File: src/rtl/seg_display_mux.sv
// Multiplexed common-anode seven-segment driver with blink, dp, hex/BCD decode, LZ blanking, PWM and alarm LEDs.
// All outputs registered, one cycle after sel/inputs/counters; free-running, no backpressure.
module seg_display_mux #(
    parameter int DIGITS     = 4,
    parameter int SCAN_DIV   = 32768,
    parameter int BLINK_HALF = 16777216,
    parameter int PWM_BITS   = 4,
    parameter int LED_W      = 16
) (
    input  logic                  clk,
    input  logic                  rst_n,
    input  logic [4*DIGITS-1:0]   digits_i,
    input  logic [DIGITS-1:0]     dp_i,
    input  logic [DIGITS-1:0]     blink_i,
    input  logic                  hex_mode_i,
    input  logic                  lzb_i,
    input  logic [PWM_BITS-1:0]   bright_i,
    input  logic                  alarm_i,
    output logic [DIGITS-1:0]     an_o,
    output logic [6:0]            seg_o,
    output logic                  dp_o,
    output logic [LED_W-1:0]      led_o,
    output logic                  blink_phase_o,
    output logic                  scan_tick_o
);

    localparam int SCAN_W  = $clog2(SCAN_DIV);
    localparam int BLINK_W = $clog2(BLINK_HALF);
    localparam int SEL_W   = (DIGITS > 1) ? $clog2(DIGITS) : 1;

    localparam logic [SCAN_W-1:0]  SCAN_LAST  = SCAN_W'(SCAN_DIV - 1);
    localparam logic [BLINK_W-1:0] BLINK_LAST = BLINK_W'(BLINK_HALF - 1);
    localparam logic [SEL_W-1:0]   SEL_LAST   = SEL_W'(DIGITS - 1);
    localparam logic [LED_W-1:0]   LED_A      = {(LED_W/2){2'b10}};
    localparam logic [LED_W-1:0]   LED_B      = {(LED_W/2){2'b01}};
    localparam logic [6:0]         SEG_OFF    = 7'b1111111;

    logic [SCAN_W-1:0]   scan_cnt;
    logic [BLINK_W-1:0]  blink_cnt;
    logic [PWM_BITS-1:0] pwm_cnt;
    logic [SEL_W-1:0]    sel;
    logic                blink_phase;

    logic                scan_end;
    logic                blink_end;
    logic [3:0]          nibble;
    logic [DIGITS:0]     lz_run;
    logic                lz_blank;
    logic                dark;
    logic [6:0]          seg_next;
    logic [DIGITS-1:0]   an_next;

    function automatic logic [6:0] decode(input logic [3:0] v, input logic hex);
        logic [6:0] s;
        case (v)
            4'h0:    s = 7'b0000001;
            4'h1:    s = 7'b1001111;
            4'h2:    s = 7'b0010010;
            4'h3:    s = 7'b0000110;
            4'h4:    s = 7'b1001100;
            4'h5:    s = 7'b0100100;
            4'h6:    s = 7'b0100000;
            4'h7:    s = 7'b0001111;
            4'h8:    s = 7'b0000000;
            4'h9:    s = 7'b0000100;
            4'hA:    s = 7'b0001000;
            4'hB:    s = 7'b1100000;
            4'hC:    s = 7'b0110001;
            4'hD:    s = 7'b1000010;
            4'hE:    s = 7'b0110000;
            default: s = 7'b0111000;
        endcase
        if (!hex && v > 4'd9) begin
            s = 7'b1111111;
        end
        return s;
    endfunction

    assign scan_end      = (scan_cnt == SCAN_LAST);
    assign blink_end     = (blink_cnt == BLINK_LAST);
    assign blink_phase_o = blink_phase;

    // Scan, blink and PWM timebases; each wraps independently
    always_ff @(posedge clk) begin
        if (!rst_n) begin
            scan_cnt    <= '0;
            sel         <= '0;
            blink_cnt   <= '0;
            blink_phase <= 1'b0;
            pwm_cnt     <= '0;
        end else begin
            if (scan_end) begin
                scan_cnt <= '0;
                sel      <= (sel == SEL_LAST) ? '0 : sel + 1'b1;
            end else begin
                scan_cnt <= scan_cnt + 1'b1;
            end
            if (blink_end) begin
                blink_cnt   <= '0;
                blink_phase <= ~blink_phase;
            end else begin
                blink_cnt <= blink_cnt + 1'b1;
            end
            pwm_cnt <= pwm_cnt + 1'b1;
        end
    end

    // lz_run[k] is set when nibbles DIGITS-1..k are all zero
    always_comb begin
        lz_run[DIGITS] = 1'b1;
        for (int k = DIGITS - 1; k >= 0; k--) begin
            lz_run[k] = lz_run[k+1] & (digits_i[4*k +: 4] == 4'h0);
        end
    end

    always_comb begin
        nibble   = digits_i[4*sel +: 4];
        lz_blank = lzb_i && (sel != '0) && lz_run[sel];
        dark     = (blink_i[sel] && blink_phase) || (pwm_cnt > bright_i) || lz_blank;
        seg_next = decode(nibble, hex_mode_i);
        an_next  = ~(DIGITS'(1) << sel);
    end

    always_ff @(posedge clk) begin
        if (!rst_n) begin
            an_o        <= '1;
            seg_o       <= SEG_OFF;
            dp_o        <= 1'b1;
            scan_tick_o <= 1'b0;
        end else begin
            scan_tick_o <= scan_end;
            if (dark) begin
                an_o  <= '1;
                seg_o <= SEG_OFF;
                dp_o  <= 1'b1;
            end else begin
                an_o  <= an_next;
                seg_o <= seg_next;
                dp_o  <= ~dp_i[sel];
            end
        end
    end

    // Alarm bank alternates patterns on each blink toggle; the first load after idle is LED_A
    always_ff @(posedge clk) begin
        if (!rst_n) begin
            led_o <= '0;
        end else if (!alarm_i) begin
            led_o <= '0;
        end else if (blink_end) begin
            led_o <= (led_o == LED_A) ? LED_B : LED_A;
        end
    end

endmodule

File: config.mk
export PLATFORM = sky130hd
export DESIGN_NAME = seg_display_mux
export DESIGN_NICKNAME = d
export VERILOG_FILES = /design/src/rtl/seg_display_mux.sv
export SDC_FILE = /design/constraint.sdc
export NUM_CORES = 1
export LEC_CHECK = 0
export BUFFER_PORTS_ARGS = -buffer_cell sky130_fd_sc_hd__buf_2
export CORE_MARGIN = 2
export CORE_UTILIZATION = 59
export CTS_CLUSTER_SIZE = 30
export DETAILED_ROUTE_END_ITERATION = 6
export GPL_TIMING_DRIVEN = 0
export PLACE_DENSITY = 0.88
export SLEW_MARGIN = 20
export SYNTH_ARGS = -nofsm -noshare
export SYNTH_HDL_FRONTEND = slang
export SYNTH_SLANG_ARGS = --single-unit
File: constraint.sdc
create_clock -name clk -period 5.2 [get_ports clk]
set_input_delay 1.04 -clock clk [delete_from_list [all_inputs] [get_ports clk]]
set_output_delay 1.04 -clock clk [all_outputs]
set_load 0.05 [all_outputs]
# Word level (Yosys, flattened, before mapping)
# Memories as Yosys holds them, arrays and structs flattened. A register that Yosys moved wholly into a read port is not among the register bits.
# Cells that the tools add are included.
[op_classes]
shift = 2
eq_ne = 4
magnitude_cmp = 4
n_reduce_logical = 17
n_mux = 8
n_addsub = 4
n_bitwise = 7
[ops]
columns = ["cell", "n"]
rows = [
  ["adder 24 x 1 -> 24 bit, second input constant", 1],
  ["equality test 24 bit, second input constant", 1],
  ["equality test 16 bit, second input constant", 1],
  ["logical NOT 4 bit", 4],
  ["two-way mux 16 bit", 1],
  ["variable part select 16 x 5 -> 4 bit", 1],
  ["adder 15 x 1 -> 15 bit, second input constant", 1],
  ["equality test 15 bit, second input constant", 1],
  ["binary-select mux 1 bit (select 2 bit)", 3],
  ["OR reduction 2 bit", 3],
  ["adder 4 x 1 -> 4 bit, second input constant", 1],
  ["greater-than comparator 4 bit", 1],
  ["greater-than comparator 4 bit, second input constant", 1],
  ["logical AND 1 bit", 4],
  ["less-than comparator 2 x 4 -> 1 bit, second input constant", 1],
  ["NOT 4 bit", 1],
  ["left shift 1 x 2 -> 4 bit, first input constant", 1],
  ["AND 1 bit", 3],
  ["less-than comparator 2 x 3 -> 1 bit, second input constant", 1],
  ["two-way mux 1 bit", 3],
  ["NOT 1 bit", 3],
  ["OR reduction 3 bit", 1],
  ["adder 2 x 1 -> 2 bit, second input constant", 1],
  ["equality test 2 bit, second input constant", 1],
  ["other kinds (5)", 6],
]
[word_totals]
output_inout_bits = 30
rom_bits = 112
mem_count = 1
in_bits = 33
regBits = 68
elab_cells = 56
[memory_table]
columns = ["memory", "words", "word_bits", "rd", "rd_clocked_by_memory_dff", "write_ports", "line_no", "source"]
rows = [
  ["(name not given)", 16, 7, 1, 1, 0, "55", "case (v)"],
]

# Depth between registers and ports, before layout
[logic_depth]
ltp_word = 9
ltp_mapped = 9
mapped_depth_nobuf = 8

# Worst setup path after synthesis
# OpenSTA, ideal clock, no wires.
[synth_timing]
path_type = "input port to flip-flop"
from = "in digits_i[5]"
to = "reg seg_o[0]"
cell_stages = 8
t_required_ps = 5053
setup_ps = 147
slack_ps = 2491
t_arrival_ps = 2562
n_path_buf = 0
cell_sequence = "mux4_1 > inv_1 > ha_1 > nor2_1 > nor2_1 > nor3_1 > nor4_4 > o221ai_1"
[synth_via]
elab_chain_len = 8
word_cells_on_any_way = 11
classes_between = "order compare (1); shift (1); mux (2); bitwise (2); reduce/logical (5)"
[synth_lines]
columns = ["item", "line_no", "source"]
rows = [
  ["start, declared", "12", "input logic [4*DIGITS-1:0] digits_i,"],
  ["branches (longest 8 deep; another with greater-than comparator 4 bit)", "--", ""],
  ["end, declared", "20", "output logic [6:0] seg_o,"],
]
# Several ways; the timed one is not identified. The select of a mux whose other input is x is not followed.
# A chain may end at the register's enable or synchronous reset.

# Worst setup path in the final report
[layout_timing]
from = "in digits_i[5]"
to = "reg seg_o[2]"
# Same word-level chain as after synthesis.

==> out/metrics.csv <==
metric,value,unit
outcome,"complete, no violations",
via count,2579,
htree depth,3,
final number of max-transition violations,0,
met2 Use GR,0.441,
Area Overhead vs Synth,18.8,%
GRT overflow,0,
number of synthesized flops with an enable pin,0,
Hold Startpoint,scan_cnt[0],
fraction of layout cells with a size suffix above 1,0.248,
"FFs w/ async S/R, synth",0,
min Tclk post-route,2.76,ns
Post-CTS Setup Bufs,0,
Worst R2R Path Depth,9,
PwrDens,272,nW/µm²
Sum Neg Setup Slack,0,ns
RSZ-0062 raised after global routing,false,
number of buffers added on ports,61,
post-synth top area cell,dfxtp_1,
diode count,0,
Netlist cell types,40,
post-route insts no fill,474,
syn_area_per_cell,9.09,µm²
CTS hold repair buffers,0,
pin count of the biggest net entering global routing,12,
Rows,25,
Min-Delay Endpoint,scan_cnt[0],
"flops & latches, synth",61,
Final Hold Vio Count,0,
Initial Utilization,0.625,
clock buffer depth,2,
R2R Path Start,sel[0],
Clock Latency Late Sink,0.33,ns
most frequent cells after synthesis,"61 x dfxtp_1, 54 x nor2_1, 26 x nand2_1",
top-count cell post-synth,dfxtp_1,
Num CTS Buffers,9,
area of the core,4820,µm²
Startpoint Class,primary input,
switching part of the total power,0.251,
max-cap violation count,0,
Die H,75.4,µm
CP max FO,7,
fmax,363,MHz
leading post-synthesis cells by cell area,"dfxtp_1 41%, ha_1 7.1%, nor2_1 6.7%",
Post-CTS Resized,0,
sequential-to-total area share from yosys stat,0.406,
initial antenna violation count,0,
VDD IR max,212,µV
Synth top area share,0.406,
Psw,0.000244,W
Routed WL per cell,13.4,µm
Final ANT Viol Nets,0,
Final period util,0.530,
internal cell power,0.000727,W
synth warn,0,
Detailed Place HPWL,4570,µm
CP Data Required Time,5.38,ns
clock group share of total power,0.392,
Sink Count,61,
die area,5690,µm²
CTS root buffer,clkbuf_8,
routing usage on met3,0.0714,
grt met1 use,0.256,
synthesized area,3010,µm²
chip width,75.4,µm
post-synthesis cell count,331,
CTS tree,yes,
global-route wire length before repair,10400,µm
Reg power frac,0.503,
Slew HR,0.601,
vias in the first global route,2532,
GR peak layer,met2,
syn nets,381,
GRT Total Usage,0.244,
r2r setup slk,2.62,ns
gp weighted congestion,0.969,
DRT Pass-1 Iters,4,
critical path class,in -> reg,
Leak,1.54,nW
CP arrival,2.93,ns
Most used DFF post-synth,dfxtp_1,
measured slew at the worst slew-check pin,0.589,ns
NumNets Final,453,
io pins,63,
reg2reg end,seg_o[2],
WHS Path Cells,1,
Via density,5.44,
Hold Path Class,reg -> reg,
Post-Place Cells,459,
total power,0.000971,W
final setup fails,0,
initial drt markers,112,
Routed Wire Length,6360,µm
combinational power share,0.104,
Crit. End Element,flip-flop,
skew final,0.00593,ns
Worst-path clk slew,0.06,ns
DRC,0,
[area by class of cell]
type	instances	area, µm²
fill	384	1240
clock inverter	1	5.00
buffer	22	160
timing repair buffer	61	305
clock buffer	14	173
multi-input combinational	231	1570
inverter	17	63.8
tap	67	83.8
sequential	61	1220
[kinds of logic (layout without fill, tap and decap cells)]
| group | after synthesis | count (layout) | synth area share |
|---|---|---|---|
| AND/OR/NAND/NOR | 140 | 140 | 0.227 |
| adder cells (fa/ha/maj) | 17 | 17 | 0.0707 |
| buffers and inverters | 39 | 115 | 0.0744 |
| flip-flops | 61 | 61 | 0.406 |
| XOR/XNOR | 34 | 34 | 0.0989 |
| multiplexers | 12 | 12 | 0.0648 |
| AO/OA/AOI/OAI | 28 | 28 | 0.0586 |
[stage by stage]
step	util	hold WS, ns	worst slack [ns]	cell area (µm²)
global placement	0.706	0.429	2.18	3400
floorplan	-	0.417	2.49	3010
global route	0.743	0.466	2.20	3580
detailed placement	0.706	0.444	2.10	3400
CTS	0.743	0.454	2.46	3580
finish	0.743	0.448	2.45	3580
[routing by layer]
layer,share of wire,vias up
met1,0.41,1227
met2,0.51,71
met4,0.025,0
met3,0.049,18
met5,0,-
li1,-,1263
[placed cells by master, fill, tap and decap left out, types with 3 or more instances in the layout]
cell type / n
a21oi_1: 10
and2_1: 3
and3_1: 5
and4_1: 4
buf_2: 63
buf_4: 16
clkbuf_1: 4
clkbuf_8: 12
dfxtp_1: 61
ha_1: 17
inv_1: 16
mux2i_1: 6
mux4_1: 3
nand2_1: 26
nand2b_1: 3
nand3_1: 18
nand4_1: 8
nor2_1: 54
nor3_1: 5
nor4_1: 4
o21ai_0: 6
o221ai_1: 4
or3_1: 4
xnor2_1: 13
xor2_1: 21
[worst max-delay path by stage]
stage | from | to | slack, ns | cells past startpoint
floorplan | digits_i[5] | seg_o[0] | 2.49 | 8
global placement | digits_i[5] | seg_o[2] | 2.18 | 9
detailed placement | digits_i[5] | seg_o[0] | 2.10 | 9
CTS | digits_i[5] | seg_o[0] | 2.46 | 9
global route | digits_i[5] | seg_o[1] | 2.20 | 9
finish | digits_i[5] | seg_o[2] | 2.45 | 9
[flip-flops by register name, indices dropped and copies added (netlist names)]
name           flops
sel                2
dp_o               1
blink_cnt         24
scan_tick_o        1
an_o               4
seg_o              7
led_o              2
scan_cnt          15
pwm_cnt            4
blink_phase_o      1
[worst max-delay path, stage by stage]
cell and delay [ns]:
buf_2 0.10, mux4_1 0.63, inv_1 0.15, ha_1 0.28
nor2_1 0.06, nor2_1 0.09, nor3_1 0.08, nor4_4 0.31
o221ai_1 0.20
[power by group through the flow]
stage / Sequential, W / Combinational, W / Clock, W
5_1_grt: 0.000490 / 0.000112 / 0.000408
3_5_place_dp: 0.000499 / 0.000101 / 0
2_1_floorplan: 0.000524 / 0.0000448 / 0
4_1_cts: 0.000489 / 0.000101 / 0.000386
6_report: 0.000489 / 0.000101 / 0.000381
3_3_place_gp: 0.000499 / 0.0000971 / 0
No activity file was read; power rests on OpenSTA's default activity.
